--- config.mk ---
export PLATFORM = sky130hd
export DESIGN_NAME = aurora_tx_lane_framer
export DESIGN_NICKNAME = d
export VERILOG_FILES = /design/src/rtl/aurora_tx_lane_framer.sv
export SDC_FILE = /design/constraint.sdc
export NUM_CORES = 1
export LEC_CHECK = 0
export ABC_AREA = 1
export CORE_UTILIZATION = 50
export CTS_CLUSTER_SIZE = 12
export DETAILED_ROUTE_END_ITERATION = 8
export PLACE_DENSITY = 0.75
export SETUP_SLACK_MARGIN = 0.3
export SLEW_MARGIN = 15
export SYNTH_ARGS = -nofsm -noshare
export SYNTH_HDL_FRONTEND = slang
export SYNTH_SLANG_ARGS = --single-unit
--- constraint.sdc ---
create_clock -name clk -period 2.57 [get_ports clk]
set_clock_uncertainty 0.05 [all_clocks]
set_input_delay 0.514 -clock clk [delete_from_list [all_inputs] [get_ports clk]]
set_output_delay 0.514 -clock clk [all_outputs]
set_load 0.05 [all_outputs]
--- src/rtl/aurora_tx_lane_framer.sv ---
// aurora_tx_lane_framer: wraps AXI-stream beats in SCP/ECP ordered sets and serialises them over one or all lanes.
// Define AURORA_TX_LSB_FIRST_EN to send the least significant byte of each beat first.
module aurora_tx_lane_framer #(
   parameter int AXI_DATA_SIZE        = 64,
   parameter int MAX_LINKS            = 4,
   parameter int MAX_LINKS_SIZE       = 2,
   parameter int ENCODER_DATA_IN_SIZE = 8
) (
   input  logic                                                 clk,
   input  logic                                                 rst_n,
   input  logic                                                 single_lane_i,
   input  logic [MAX_LINKS_SIZE-1:0]                            lane_select_i,
   input  logic                                                 axi_valid_i,
   input  logic                                                 axi_last_i,
   input  logic [AXI_DATA_SIZE-1:0]                             axi_data_i,
   output logic                                                 axi_ready_o,
   output logic [MAX_LINKS-1:0]                                 ctrl_out_o,
   output logic [MAX_LINKS-1:0][ENCODER_DATA_IN_SIZE-1:0]       data_out_o
);
   localparam int ED = ENCODER_DATA_IN_SIZE;
   localparam int NB = AXI_DATA_SIZE / ED;
   localparam int NC = NB / MAX_LINKS;
   localparam int CW = (NB > 1) ? $clog2(NB) : 1;
   localparam logic [ED-1:0] K_IDLE = ED'(8'hBC);
   localparam logic [ED-1:0] K_SCP0 = ED'(8'h5C);
   localparam logic [ED-1:0] K_SCP1 = ED'(8'hFB);
   localparam logic [ED-1:0] K_ECP0 = ED'(8'hFD);
   localparam logic [ED-1:0] K_ECP1 = ED'(8'hFE);

   typedef enum logic [2:0] {S_IDLE, S_SCP0, S_SCP1, S_DATA, S_ECP0, S_ECP1} state_t;

   state_t                        state_q, state_d;
   logic [AXI_DATA_SIZE-1:0]      buf_q;
   logic                          buf_last_q, buf_valid_q, end_q, single_q;
   logic [MAX_LINKS_SIZE-1:0]     lane_q, lane_in, lane_act;
   logic [CW-1:0]                 cnt_q;
   logic [MAX_LINKS-1:0]          ctrl_q, ctrl_d;
   logic [MAX_LINKS-1:0][ED-1:0]  data_q, data_d;
   logic                          single_act, last_chunk, emit, fin, accept;
   logic [ED-1:0]                 ch;

   function automatic logic [ED-1:0] pick(input logic [AXI_DATA_SIZE-1:0] d, input int p);
      logic [AXI_DATA_SIZE-1:0] s;
`ifdef AURORA_TX_LSB_FIRST_EN
      s = d >> (ED * p);
`else
      s = d >> (AXI_DATA_SIZE - ED - ED * p);
`endif
      return s[ED-1:0];
   endfunction

   // The output register holds what the state being entered emits, so SCP0 shows one cycle after leaving IDLE.
   always_comb begin
      lane_in    = ({1'b0, lane_select_i} >= (MAX_LINKS_SIZE+1)'(MAX_LINKS)) ? '0 : lane_select_i;
      single_act = (state_q == S_IDLE) ? single_lane_i : single_q;
      lane_act   = (state_q == S_IDLE) ? lane_in : lane_q;
      last_chunk = cnt_q == (single_act ? CW'(NB - 1) : CW'(NC - 1));
      emit       = buf_valid_q && (state_q == S_SCP1 || (state_q == S_DATA && !end_q));
      fin        = emit && last_chunk;
      axi_ready_o = rst_n && (!buf_valid_q || fin);
      accept     = axi_valid_i && axi_ready_o;
      state_d    = state_q;
      case (state_q)
         S_IDLE:  state_d = buf_valid_q ? S_SCP0 : S_IDLE;
         S_SCP0:  state_d = S_SCP1;
         S_SCP1:  state_d = S_DATA;
         S_DATA:  state_d = end_q ? S_ECP0 : S_DATA;
         S_ECP0:  state_d = S_ECP1;
         default: state_d = S_IDLE;
      endcase
      ch = (state_d == S_SCP0) ? K_SCP0 :
           (state_d == S_SCP1) ? K_SCP1 :
           (state_d == S_ECP0) ? K_ECP0 :
           (state_d == S_ECP1) ? K_ECP1 : K_IDLE;
      for (int l = 0; l < MAX_LINKS; l++) begin
         data_d[l] = K_IDLE;
         ctrl_d[l] = 1'b1;
         if (!single_act || lane_act == MAX_LINKS_SIZE'(l)) begin
            data_d[l] = emit ? pick(buf_q, single_act ? int'(cnt_q) : int'(cnt_q) * MAX_LINKS + l) : ch;
            ctrl_d[l] = !emit;
         end
      end
   end

   always_ff @(posedge clk or negedge rst_n) begin
      if (!rst_n) begin
         state_q     <= S_IDLE;
         buf_q       <= '0;
         buf_last_q  <= 1'b0;
         buf_valid_q <= 1'b0;
         end_q       <= 1'b0;
         single_q    <= 1'b0;
         lane_q      <= '0;
         cnt_q       <= '0;
         data_q      <= {MAX_LINKS{K_IDLE}};
         ctrl_q      <= '1;
      end else begin
         state_q     <= state_d;
         data_q      <= data_d;
         ctrl_q      <= ctrl_d;
         end_q       <= fin && buf_last_q;
         buf_valid_q <= accept || (buf_valid_q && !fin);
         if (accept) begin
            buf_q      <= axi_data_i;
            buf_last_q <= axi_last_i;
         end
         if (emit) cnt_q <= last_chunk ? '0 : cnt_q + CW'(1);
         if (state_q == S_IDLE && buf_valid_q) begin
            single_q <= single_lane_i;
            lane_q   <= lane_in;
         end
      end
   end

   assign data_out_o = data_q;
   assign ctrl_out_o = ctrl_q;
endmodule

# Yosys cells after proc, flatten, opt, wreduce, memory -nomap -nowiden
# Cells that the tools add are included.
dict set report op_classes {
  addsub 8
  n_mul 0
  div 0
  magnitude_cmp 0
  n_eq_ne 12
  shifts 4
  muxes 27
  n_bitwise 0
  reduce_logical 22
}
# operator n
set op_table {}
lappend op_table {{>> shifter 64 x 32 -> 8 bit} 4}
lappend op_table {{2-to-1 mux 8 bit} 9}
lappend op_table {{subtractor 6 x 9 -> 10 bit (first input constant)} 3}
lappend op_table {{2-to-1 mux 7 bit} 3}
lappend op_table {{2-to-1 mux 6 bit} 3}
lappend op_table {{case mux 3 bit (5 select lines)} 1}
lappend op_table {{adder 5 x 2 -> 6 bit (second input constant)} 2}
lappend op_table {{equality test 3 x 2 -> 1 bit (second input constant)} 3}
lappend op_table {{equality test 3 bit (second input constant)} 3}
lappend op_table {{2-to-1 mux 3 bit} 3}
lappend op_table {{subtractor 6 x 8 -> 9 bit (first input constant)} 1}
lappend op_table {{logical AND 1 bit} 8}
lappend op_table {{logical OR 1 bit} 7}
lappend op_table {{adder 5 x 1 -> 6 bit (second input constant)} 1}
lappend op_table {{equality test 3 x 1 -> 1 bit (second input constant)} 2}
lappend op_table {{2-to-1 mux 1 bit} 6}
lappend op_table {{zero test 1 bit} 5}
lappend op_table {{2-to-1 mux 5 bit} 1}
lappend op_table {{equality test 2 bit (second input constant)} 2}
lappend op_table {{adder 3 x 1 -> 3 bit (second input constant)} 1}
lappend op_table {{equality test 3 bit} 1}
lappend op_table {{zero test 3 bit} 1}
lappend op_table {{equality test 2 x 1 -> 1 bit (second input constant)} 1}
lappend op_table {{zero test 2 bit} 1}
lappend op_table {{2-to-1 mux 2 bit} 1}
dict set report totals {
  ff_bits 112
  latch_bits 0
  ram_bits 0
  mem_bits_ro 0
  input_bits 71
  out_inout_bits 37
  word_cells 86
  mem_count 0
}

# Depth between registers and ports, before layout
dict set report depth {
  word_depth 9
  ltp_mapped 15
  depth_no_buf 14
}

# Worst setup path after synthesis
# OpenSTA, ideal clock, no wires.
dict set report synth_timing {
  path_type {input to output}
  from {in single_lane_i}
  to {out axi_ready_o}
  arrival_ns 1.737
  t_required_ns 2.006
  setup_slack_ns 0.269
  path_stages 9
  path_buffers 0
  path_cell_list {inv_1 nand3_1 nand2_2 inv_1 ha_1 nand4_2 nand2_2 nand2_1 inv_1}
}
dict set report synth_between {
  elab_chain_cells 6
}
# item line_no
set synth_lines {}
lappend synth_lines {{start, declared} 11} ;# input logic single_lane_i,
lappend synth_lines {{2-to-1 mux 1 bit} 55} ;# single_act = (state_q == S_IDLE) ? single_lane_i : single_q;
lappend synth_lines {{2-to-1 mux 3 bit} 57} ;# last_chunk = cnt_q == (single_act ? CW'(NB - 1) : CW'(NC - 1));
lappend synth_lines {{equality test 3 bit} 57}
lappend synth_lines {{logical AND 1 bit} 59} ;# fin = emit && last_chunk;
lappend synth_lines {{logical OR 1 bit} 60} ;# axi_ready_o = rst_n && (!buf_valid_q || fin);
lappend synth_lines {{logical AND 1 bit} 60}
lappend synth_lines {{end, declared} 16} ;# output logic axi_ready_o,
# Every way passes these cells.

# Worst setup path in the final report
dict set report layout_timing {
  from {reg state_q[1]}
  to {out axi_ready_o}
}
dict set report layout_between {
  elab_chain_cells 7
  word_cells_on_any_way 12
  classes_between {eq/ne (3); mux (2); reduce/logical (7)}
}
# item line_no
set layout_lines {}
lappend layout_lines {{start, declared} 32} ;# state_t state_q, state_d;
lappend layout_lines {{start signal, assigned} 98} ;# state_q <= state_d;
lappend layout_lines {{zero test 3 bit / equality test 3 x 2 -> 1 bit (equally long branches)} {55, 58}}
lappend layout_lines {{2-to-1 mux 1 bit / logical AND 1 bit (equally long branches)} {55, 58}}
lappend layout_lines {{2-to-1 mux 3 bit / logical OR 1 bit (equally long branches)} {57, 58}}
lappend layout_lines {{equality test 3 bit / logical AND 1 bit (equally long branches)} {57, 58}}
lappend layout_lines {{logical AND 1 bit *} 59}
lappend layout_lines {{logical OR 1 bit *} 60}
lappend layout_lines {{logical AND 1 bit *} 60}
# Mark *: on every way between the ends. The rest lies on a longest branch, timed or not.

==> flow_metrics.tcl <==
set metrics [dict create \
    syn_nets 998 \
    relSlewSlack_pct 41.9 \
    yosysWarnings 0 \
    portBuffers 107 \
    numCtsBuffers 9 \
    ctsHoldBuffers 0 \
    fin_nets 1127 \
    fin_area_mm2 0.00957 \
    htreeDepth 3 \
    tns_ps 0 \
    overflow 0 \
    syn_inst 922 \
    wire_per_inst_um 16.2 \
    worst_pin_slew_ps 872 \
    yosysTopAreaCell "dfrtp_1" \
    clkTransAtPathRegs_ps 80 \
    wirelength_um 19900 \
    outcome "complete, no violations" \
    die_x_um 118 \
    hold_path_class "input pin to asynchronous set/reset pin" \
    critical_path_class "flip-flop to output pin" \
    place.gp.congestion 0.906 \
    worst-endpoint-required_ps 2010 \
    start_util_pct 52.2 \
    use_met2_pct 36.8 \
    timing.final.crit_share_pct 99.3 \
    synth.avg_cell_area_um2 7.29 \
    clock_path_buffers 2 \
    diodes 0 \
    end_kind "output pin" \
    drive_gt1_share_pct 30.7 \
    synthToLayoutAreaGrowth_pct 42.4 \
    ant_nets 0 \
    die_h_um 118 \
    via_per_inst 5.59 \
    ys_seq_area_share_pct 42.1 \
    hold-worst-slack_ps 223 \
    io_pins 108 \
    drt_iter0_markers 819 \
    layout_common_cells "203 x nand2_1, 112 x nand3_1, 107 x inv_1" \
    num_rows 41 \
    grt_util_met3_pct 4.55 \
    root_buffer "clkbuf_16" \
    clock_sinks 112 \
    grt_pass1_vias 5846 \
    grt_pass1_wl_um 29100 \
    yosysUniqueCellTypes 27 \
    cap_violations 0 \
    hold_viol_final 0 \
    num_vias 6867 \
    worst_setup_path_start_kind "flip-flop" \
    place_hpwl_um 12200 \
    period_needed_ps 2550 \
    rsz0062_at_grt "true" \
    setup_viol 0 \
    synth_seq_cells 112 \
    mostFrequentLayoutCell "nand2_1" \
    rrSetupSlack_ps 150 \
    antenna_found_initial 0 \
    fmaxAchievable_ghz 0.392 \
    drv_slew 0 \
    dieArea_mm2 0.0139 \
    cp.arrival_ps 1990 \
    core_mm2 0.0129 \
    top_usage_layer "met1" \
    drt_pass1_iterations 7 \
    netlist_top_cells_area "dfrtp_1 33%, nand2_1 16%, nand3_1 11%, dfstp_2 9.4%, inv_1 6.5%" \
    dpl_cell_area_mm2 0.00814 \
    met1_usage_pct 39.5 \
    synth_top_area_share_pct 32.8 \
    crit_fanout 3 \
    grt_max_degree 72 \
    syn-cell-area_mm2 0.00672 \
    cts_tree "yes" \
    grt_usage_pct 26.0 \
    clkLatencyLatePin_ps 360 \
    drcViolationCount 0 \
]
registers in the layout, summed over array words and instances, names as in the netlist:
register and flops:
data_out_o 32, buf_last_q 1, single_q 1, end_q 1
lane_q 2, cnt_q 3, ctrl_out_o 4, state_q 3
buf_q 64, buf_valid_q 1
logic make-up after synthesis:
logic type	after synthesis	share of synthesized area [%]
compound gates	153	14.5
xor+xnor	1	0.130
fa+ha+maj	5	0.931
buf+inv	183	12.1
flops	112	42.1
simple gates	468	30.2
stage by stage:
step	util (%)	std cells	setup slack, ps
floorplan	-	922	321
detailed placement	63.2	1187	-175
finish	74.4	1228	17.6
global route	74.4	1228	-33.8
CTS	66.7	1212	72.3
global placement	63.2	1187	-150
layer usage:
| layer | vias to the layer above | wire, µm |
|---|---|---|
| li1 | 3253 | - |
| met1 | 3110 | 8280 |
| met2 | 423 | 8850 |
| met3 | 81 | 1990 |
| met4 | 0 | 826 |
| met5 | - | 0 |
what timing repair did:
item                       4_1_cts  5_1_grt
resized for setup               14      234
hold endpoints to repair         0        0
pin swaps                        9      102
gates cloned                     0        7
setup buffers                    9        9
setup endpoints to repair       31       97
cells in the mapped netlist:
library cell and n:
clkbuf_1 23, nand2_1 287, nor3b_1 1, buf_2 16, a21oi_1 17, nand3_4 1
nand3_2 2, nand4_2 1, nand4_1 8, inv_1 117, o21ai_2 27, nor3_2 1
dfstp_2 24, xor2_1 1, buf_4 3, buf_6 13, o211ai_1 42, nand2_2 4
buf_1 6, ha_1 5, nor2_1 15, inv_2 5, dfrtp_1 88, o21ai_0 21
o21ai_1 46, nor2_4 2, nand3_1 146
worst max-delay path: stages, from the launching register on:
cell        delay [ps]
dfrtp_1            420
nor2_4             180
nand3_2            120
nand2_4            120
inv_4               50
ha_4               280
nand4_4            100
nand2_4            100
nand2_4             50
clkinvlp_4          80
buf_12             130
cell type report:
| cell class | count | area [µm²] |
|---|---|---|
| fillers | 933 | 3300 |
| repair buffers | 179 | 1950 |
| multi-input cells | 627 | 3790 |
| clock inverters | 6 | 91.3 |
| clock buffers | 10 | 229 |
| flip-flops and latches | 112 | 2830 |
| well taps | 172 | 215 |
| inverters | 122 | 467 |
worst paths after layout:
kind / from / endpoint / cells after the start
max in group asynchronous: rst_n / buf_q[59]$_DFFE_PN0P_ / 2
worst max register to register: state_q[1]$_DFF_PN0_ / buf_q[61]$_DFFE_PN0P_ / 13
worst min register to register: buf_q[51]$_DFFE_PN0P_ / buf_q[51]$_DFFE_PN0P_ / 2
worst max-delay path: state_q[1]$_DFF_PN0_ / axi_ready_o / 10
min in group clk: buf_q[51]$_DFFE_PN0P_ / buf_q[51]$_DFFE_PN0P_ / 2
worst min-delay path: rst_n / buf_last_q$_DFFE_PN0P_ / 2
Power is not shown: default switching activity piles up to over one toggle a cycle in this logic, so the estimate is an artifact.
